===== config.mk =====
export PLATFORM = sky130hd
export DESIGN_NAME = ct_f_spsram_4096x128_ctrl
export DESIGN_NICKNAME = d
export VERILOG_FILES = /design/src/rtl/ct_f_spsram_4096x128_ctrl.sv
export SDC_FILE = /design/constraint.sdc
export NUM_CORES = 1
export LEC_CHECK = 0
export BUFFER_PORTS_ARGS = -buffer_cell sky130_fd_sc_hd__buf_4
export CORE_AREA = 2 2 314 316
export CTS_BUF_LIST = sky130_fd_sc_hd__clkbuf_16
export DETAILED_ROUTE_END_ITERATION = 10
export DIE_AREA = 0 0 316 318
export GPL_TIMING_DRIVEN = 0
export PLACE_DENSITY = 0.47
export SYNTH_ARGS = -nofsm -noshare
export SYNTH_HDL_FRONTEND = slang
export SYNTH_SLANG_ARGS = --single-unit

===== constraint.sdc =====
create_clock -name forever_cpuclk -period 8 [get_ports forever_cpuclk]
set_input_delay 0.8 -clock forever_cpuclk [delete_from_list [all_inputs] [get_ports forever_cpuclk]]
set_output_delay 0.8 -clock forever_cpuclk [all_outputs]
set_load 0.1 [all_outputs]

===== src/rtl/ct_f_spsram_4096x128_ctrl.sv =====
// ct_f_spsram_4096x128_ctrl: request front-end for a global-write-enable SRAM, turning masked writes into read-merge-write
module ct_f_spsram_4096x128_ctrl #(
  parameter int ADDR_WIDTH = 12,
  parameter int DATA_WIDTH = 128,
  parameter int RSP_DEPTH  = 2
) (
  input  logic                  forever_cpuclk,
  input  logic                  cpurst_b,
  input  logic                  req_vld,
  output logic                  req_rdy,
  input  logic                  req_wr,
  input  logic [ADDR_WIDTH-1:0] req_addr,
  input  logic [DATA_WIDTH-1:0] req_wdata,
  input  logic [DATA_WIDTH-1:0] req_bmask,
  output logic                  rsp_vld,
  input  logic                  rsp_rdy,
  output logic [DATA_WIDTH-1:0] rsp_rdata,
  output logic                  rmw_busy,
  output logic                  sram_cen,
  output logic                  sram_gwen,
  output logic [DATA_WIDTH-1:0] sram_wen,
  output logic [ADDR_WIDTH-1:0] sram_a,
  output logic [DATA_WIDTH-1:0] sram_d,
  input  logic [DATA_WIDTH-1:0] sram_q
);
  localparam int PW = $clog2(RSP_DEPTH);
  typedef enum logic [1:0] {IDLE, RMW_MRG, RMW_WR} state_t;
  state_t state, state_nxt;
  logic rd_inflight, acc, full_m, zero_m, push, pop;
  logic [ADDR_WIDTH-1:0] rmw_a;
  logic [DATA_WIDTH-1:0] rmw_d, rmw_m;
  logic [DATA_WIDTH-1:0] fifo_mem [RSP_DEPTH];
  logic [PW-1:0] wr_ptr, rd_ptr;
  logic [PW:0] fifo_cnt;
  assign full_m    = &req_bmask;
  assign zero_m    = ~|req_bmask;
  assign req_rdy   = cpurst_b && state == IDLE &&
                     (req_wr || (fifo_cnt + (PW+1)'(rd_inflight)) < (PW+1)'(RSP_DEPTH));
  assign acc       = req_vld && req_rdy;
  assign push      = rd_inflight;
  assign pop       = rsp_vld && rsp_rdy;
  assign rsp_vld   = fifo_cnt != '0;
  assign rsp_rdata = fifo_mem[rd_ptr];
  assign rmw_busy  = state != IDLE;
  // SRAM pin drive and next state: direct access in IDLE, merged write-back in RMW_WR
  always_comb begin
    state_nxt = state;
    sram_cen  = 1'b1;
    sram_gwen = 1'b1;
    sram_wen  = '1;
    sram_a    = '0;
    sram_d    = '0;
    if (state == RMW_WR) begin
      sram_cen  = 1'b0;
      sram_gwen = 1'b0;
      sram_wen  = '0;
      sram_a    = rmw_a;
      sram_d    = rmw_d;
      state_nxt = IDLE;
    end else if (state == RMW_MRG) begin
      state_nxt = RMW_WR;
    end else if (acc && !(req_wr && zero_m)) begin
      sram_cen = 1'b0;
      sram_a   = req_addr;
      if (req_wr && full_m) begin
        sram_gwen = 1'b0;
        sram_wen  = '0;
        sram_d    = req_wdata;
      end else if (req_wr) begin
        state_nxt = RMW_MRG;
      end
    end
  end
  // Control state; rmw_d holds write data until RMW_MRG overwrites it with the merged word
  always_ff @(posedge forever_cpuclk or negedge cpurst_b) begin
    if (!cpurst_b) begin
      state       <= IDLE;
      rd_inflight <= 1'b0;
      rmw_a       <= '0;
      rmw_d       <= '0;
      rmw_m       <= '0;
    end else begin
      state       <= state_nxt;
      rd_inflight <= acc && !req_wr;
      if (acc) begin
        rmw_a <= req_addr;
        rmw_d <= req_wdata;
        rmw_m <= req_bmask;
      end
      if (state == RMW_MRG) rmw_d <= (sram_q & ~rmw_m) | (rmw_d & rmw_m);
    end
  end
  // Response FIFO bookkeeping; capacity is reserved at issue so a push never meets a full FIFO
  always_ff @(posedge forever_cpuclk or negedge cpurst_b) begin
    if (!cpurst_b) begin
      wr_ptr   <= '0;
      rd_ptr   <= '0;
      fifo_cnt <= '0;
    end else begin
      if (push) wr_ptr <= wr_ptr + 1'b1;
      if (pop) rd_ptr <= rd_ptr + 1'b1;
      fifo_cnt <= fifo_cnt + (PW+1)'(push) - (PW+1)'(pop);
    end
  end
  // Response storage captures SRAM read data the cycle after a user read
  always_ff @(posedge forever_cpuclk) begin
    if (push) fifo_mem[wr_ptr] <= sram_q;
  end
endmodule

# Word level (Yosys, flattened, before mapping)
# Memories as Yosys holds them, arrays and structs flattened.
# Index checks and enable logic that the tools add are counted.
classes:
  n_eq_ne: 3
  add_sub_neg: 4
  n_reduce_logical: 21
  order_cmp: 1
  bitwise: 4
  mux: 27
ops:
  columns: ["cell", "count"]
  rows:
  - ["128-bit 2-to-1 mux", 10]
  - ["128-bit AND", 2]
  - ["128-bit inverter", 1]
  - ["128-bit bitwise OR", 1]
  - ["128-bit AND reduction", 1]
  - ["128-bit OR reduction", 1]
  - ["12-bit 2-to-1 mux", 3]
  - ["2-bit 2-to-1 mux", 5]
  - ["1-bit 2-to-1 mux", 9]
  - ["1-bit logical AND", 8]
  - ["2-bit nonzero test", 3]
  - ["3-bit nonzero test", 2]
  - ["1-bit zero test", 3]
  - ["3-bit inequality test, second input constant", 1]
  - ["3-bit AND reduction", 1]
  - ["1-bit adder, second input constant", 2]
  - ["2-bit by 1-bit adder with 2-bit output", 1]
  - ["2-bit by 1-bit equality test with 1-bit output, second input constant", 1]
  - ["2-bit equality test, second input constant", 1]
  - ["2-bit zero test", 1]
  - ["2-bit less-than comparator, second input constant", 1]
  - ["2-bit by 1-bit subtractor with 2-bit output", 1]
  - ["1-bit logical OR", 1]
word_totals:
  in_bits: 401
  ramBits: 256
  memories: 1
  register_bits: 275
  wordCells: 69
memory_table:
  columns: ["memory", "depth", "width", "read_ports", "rd_ports_with_merged_regs", "write_ports", "line_no", "text"]
  rows:
  - ["fifo_mem", 2, 128, 1, 0, 1, "32", "logic [DATA_WIDTH-1:0] fifo_mem [RSP_DEPTH];"]

# Longest topological paths before layout
logic_depth:
  depth_word: 9
  depth_mapped: 9

# Worst setup path before layout
# Ideal clock, no wire load.
synth_timing:
  path_kind: "input port to output port"
  startpoint: "input req_wr"
  endpoint: "output sram_wen[0]"
  arrival_time_ns: 9.143
  n_path_buf: 2
  cell_stages: 7
  path_slack_ns: -1.943
  cell_sequence: "o211a_1 > nand2_1 > a31o_2 > nor2_1 > clkbuf_1 > a21oi_1 > buf_4"
synth_between:
  elab_chain_len: 7
  word_cells_on_any_way: 11
synth_lines:
  columns: ["item", "line_no", "text"]
  rows:
  - ["start: declaration", "11", "input logic req_wr,"]
  - ["1-bit logical OR", "38", "(req_wr || (fifo_cnt + (PW+1)'(rd_inflight)) < (PW+1)'(RSP_DEPTH));"]
  - ["1-bit logical AND", "37", "assign req_rdy = cpurst_b && state == IDLE &&"]
  - ["1-bit logical AND", "39", "assign acc = req_vld && req_rdy;"]
  - ["1-bit logical AND", "62", "end else if (acc && !(req_wr && zero_m)) begin"]
  - ["128-bit 2-to-1 mux (*)", "62", null]
  - ["128-bit 2-to-1 mux (*)", "60", "end else if (state == RMW_MRG) begin"]
  - ["128-bit 2-to-1 mux (*)", "53", "if (state == RMW_WR) begin"]
  - ["end: declaration", "21", "output logic [DATA_WIDTH-1:0] sram_wen,"]
# Every way passes the cells marked *; elsewhere a longest branch is shown, timed or not.

# Worst setup path in the final report
layout_timing:
  startpoint: "input req_bmask[27]"
  endpoint: "output sram_wen[64]"
layout_between:
  elab_chain_len: 8
  word_cells_on_any_way: 11
layout_lines:
  columns: ["item", "line_no", "text"]
  rows:
  - ["start: declaration", "14", "input logic [DATA_WIDTH-1:0] req_bmask,"]
  - ["128-bit OR reduction", "36", "assign zero_m = ~|req_bmask;"]
  - ["1-bit zero test", "36", null]
  - ["1-bit logical AND", "62", null]
  - ["1-bit zero test", "62", null]
  - ["1-bit logical AND", "62", null]
  - ["128-bit 2-to-1 mux (*)", "62", null]
  - ["128-bit 2-to-1 mux (*)", "60", null]
  - ["128-bit 2-to-1 mux (*)", "53", null]
# Marks and branches as above.

==> impl_metrics.csv <==
group,metric,value,unit
floorplan,floorplan.die_area,0.100,sq mm
drt,route.detailed.vias_per_inst,4.77,
yosys,postSynthRegisterBits,531,
power_and_ir_drop,p_seq_share,24.3,%
finish,p_r_area_growth_vs_syn,40.9,%
cts,clk_pin_slew_worst_paths,50,ps
critical_path,cp.required,7200,ps
critical_path,bufs_and_invs_on_worst_path,6,
finish,finish.instance_area,0.0347,sq mm
cts,cts_buffers,66,
critical_path,r2r_start,"push",
yosys,post-synth-top-count-cell,"sky130_fd_sc_hd__nand2_1",
placed_design,detailed_place.area,0.0326,sq mm
cts,cts-root-buf,"sky130_fd_sc_hd__clkbuf_16",
floorplan,die_height,318,um
flow_run,cap_violations,0,
power_and_ir_drop,total_leakage_power,15.0,nW
placed_design,dp_hpwl,92.8,mm
drt,route.antenna.remaining_nets,0,
sta,final.setup.worst_slack,1830,ps
grt,grt_start_max_net_pins,100,
yosys,ys.warnings.count,0,
cts,cts.hold.buffers_added,0,
critical_path,cp_top_family,"simple AND/OR/NAND/NOR gates",
finish,regArea,0.0146,sq mm
yosys,synth_sequential_area_ratio,59.2,%
yosys,fraction_of_registers_with_async_set_reset,51.8,%
finish,finalNonFillerCells,4447,
grt,antenna_found_initial,16,
grt,gr-total-overflow,0,
cts,cts_tree,"built",
yosys,syn_area,0.0246,sq mm
floorplan,num_io_pins,802,
yosys,syn-mean-instance-area,11.1,sq um
finish,multiInputGateArea,0.00840,sq mm
finish,finish.net_count,3499,
drt,routed_wl,118,mm
critical_path,critPathMaxStageDelay,900,ps
yosys,syn-num-nets,2617,
placed_design,dp_slack,1740,ps
finish,n_fill_cell,9991,
cts,cts_sinks,531,
power_and_ir_drop,clock_power_share,17.1,%
critical_path,worstSetupPathType,"input port to primary output",
power_and_ir_drop,p_int,7.75,mW
critical_path,timing.reg2reg.worst_path_depth,9,
cts,htree_levels,3,
sta,finalClockSkew,19.6,ps
critical_path,worst-r2r-setup-slack,3640,ps
yosys,synth-main-ff-cell,"sky130_fd_sc_hd__dfrtp_1",
power_and_ir_drop,total_switching_power,9.37,mW
yosys,post_synth_most_frequent_cells,"sky130_fd_sc_hd__nand2_1 (497), sky130_fd_sc_hd__dfrtp_1 (275), sky130_fd_sc_hd__edfxtp_1 (256), sky130_fd_sc_hd__nor2_1 (197), sky130_fd_sc_hd__a22o_1 (140)",
grt,grt_first_pass_wirelength,164,mm
finish,utilization,35.6,%
critical_path,critical_path_peak_fanout,37,
cts,postCtsResizedCells,0,
critical_path,critPathArrivalTime,5370,ps
drt,route.detailed.drc,0,
floorplan,die_width,316,um
floorplan,standard_cell_rows,115,
power_and_ir_drop,power.share.switching,54.7,%
placed_design,io_buffer_count,801,
cts,cts_setup_buffers,0,
yosys,post_synth_edffs,256,
yosys,syn-instance-count,2210,
sta,worst_pin_slew,1350,ps
sta,rsz0062_at_grt,"no",
critical_path,worst_path_max_delay_cell,"sky130_fd_sc_hd__nor4_1",
sta,max_clock_freq,0.162,GHz
yosys,cell_type_with_the_largest_total_area_after_synthesis,"sky130_fd_sc_hd__edfxtp_1",
sta,fin_crit,6170,ps
floorplan,initial_standard_cell_utilization_of_the_core,25.3,%
power_and_ir_drop,power-per-cell-area,493,mW/mm^2
drt,num_vias,21200,
sta,relSlewSlack,10.1,%
power_and_ir_drop,total_power_of_the_final_layout,17.1,mW
grt,first_global_vias,21400,
sta,setup_viol,0,
drt,detailedRoute.firstPassIterationCount,5,
min_path,min-delay-path-class,"input port to async pin",
power_and_ir_drop,combinational_share_of_power,58.7,%
critical_path,path_common_cell,"sky130_fd_sc_hd__buf_4",
critical_path,crit_path_cell_trace,"buf_4, nor4_1, nand4_1, nor4_1, a31o_2, nor2_1, clkbuf_1, a21oi_4, buf_12, buf_16, buf_4, buf_4",
critical_path,start_kind,"input port",
drt,route.detailed.wl_per_inst,26.6,um
yosys,synth_top_area_share,31.2,%
outcome,status,"finished clean",
critical_path,worstSetupEndpointType,"primary output",
power_and_ir_drop,ir_worst_vdd,0.481,mV
floorplan,design.core.area,0.0974,sq mm
yosys,post_synth_num_cell_types,39,
placed_design,gp_congestion,0.841,
drt,first_iter_violations,1263,
sta,hold_violation_count_in_the_final_report,0,
finish,fraction_of_layout_cells_with_a_size_suffix_above_1,37.8,%
grt,gr-usage-all-layers,22.9,%
sta,fin_crit_sh,77.2,%
yosys,synth_area_leaders,"sky130_fd_sc_hd__edfxtp_1 (31%), sky130_fd_sc_hd__dfrtp_1 (28%), sky130_fd_sc_hd__nand2_1 (7.6%)",
cts,clock_path_buffers,3,
cts,clk_latency,640,ps
sta,maxSlewViolCount,0,
placed_design,place.detailed.instances,4311,
-- how the worst max path moves through the flow --
stage | end | cells past startpoint | from
after floorplan | sram_wen[0] | 7 | req_wr
after global placement | fifo_mem[0][69] | 1 | wr_ptr
after detailed placement | sram_wen[95] | 12 | req_bmask[27]
after CTS | sram_wen[95] | 12 | req_bmask[27]
after global routing | sram_wen[47] | 12 | req_bmask[27]
final | sram_wen[64] | 12 | req_bmask[27]
-- layout by cell type (no fill, tap or decap), drive strengths merged, types with 3 or more instances in the layout --
cell,count
nand4,66
clkbuf,168
and3,35
a22o,140
buf,974
nand2,497
bufinv,6
mux2,128
nor4,46
clkinv,19
dfrtp,275
edfxtp,256
diode,17
nor2b,13
nor2,197
nor3,6
mux2i,34
o32ai,94
or3,3
ha,6
a21oi,129
inv,32
nand3,5
-- final cells by class --
| type | instances | share of cell area [%] |
|---|---|---|
| buffer | 261 | 4.81 |
| clock inverter | 52 | 1.11 |
| antenna | 17 | 0.123 |
| inverter | 6 | 0.0649 |
| sequential | 531 | 42.0 |
| timing repair buffer | 814 | 18.2 |
| clock buffer | 67 | 4.83 |
| tap | 1287 | 4.64 |
| multi-input combinational | 1412 | 24.2 |
-- routing by layer --
metal  track usage [%]  up-vias  part of all wire [%]
li1                  -     9696                     -
met1              27.8    10600                    40
met2              39.5      826                    50
met3              6.91      113                   8.3
met4              5.40        8                   1.6
met5                 0        -                 0.046
-- kinds of logic after synthesis --
group	count (synthesis)	share of synthesized area, %
buffers and inverters	267	6.85
AND/OR/NAND/NOR	872	15.2
multiplexers	162	7.23
flip-flops	531	59.2
AO/OA/AOI/OAI	368	11.1
adder cells (fa/ha/maj)	6	0.305
XOR/XNOR	4	0.142
-- power groups by stage --
stage / clock network (mW) / logic, mW / registers, mW
floorplan: 0 / 7.78 / 4.01
global placement: 0 / 10.1 / 4.21
detailed placement: 0 / 10.1 / 4.19
CTS: 3.00 / 10.1 / 4.15
global route: 3.10 / 10.5 / 4.23
finish: 2.92 / 10.0 / 4.16
-- per-stage QoR --
step | hold WS (ps) | setup TNS [ps]
5_1_grt | 83.1 | 0
4_1_cts | 44.3 | 0
6_report | 74.6 | 0
3_5_place_dp | 466 | 0
2_1_floorplan | 447 | 0
3_3_place_gp | 459 | -606120
(Power assumes the default switching activity.)
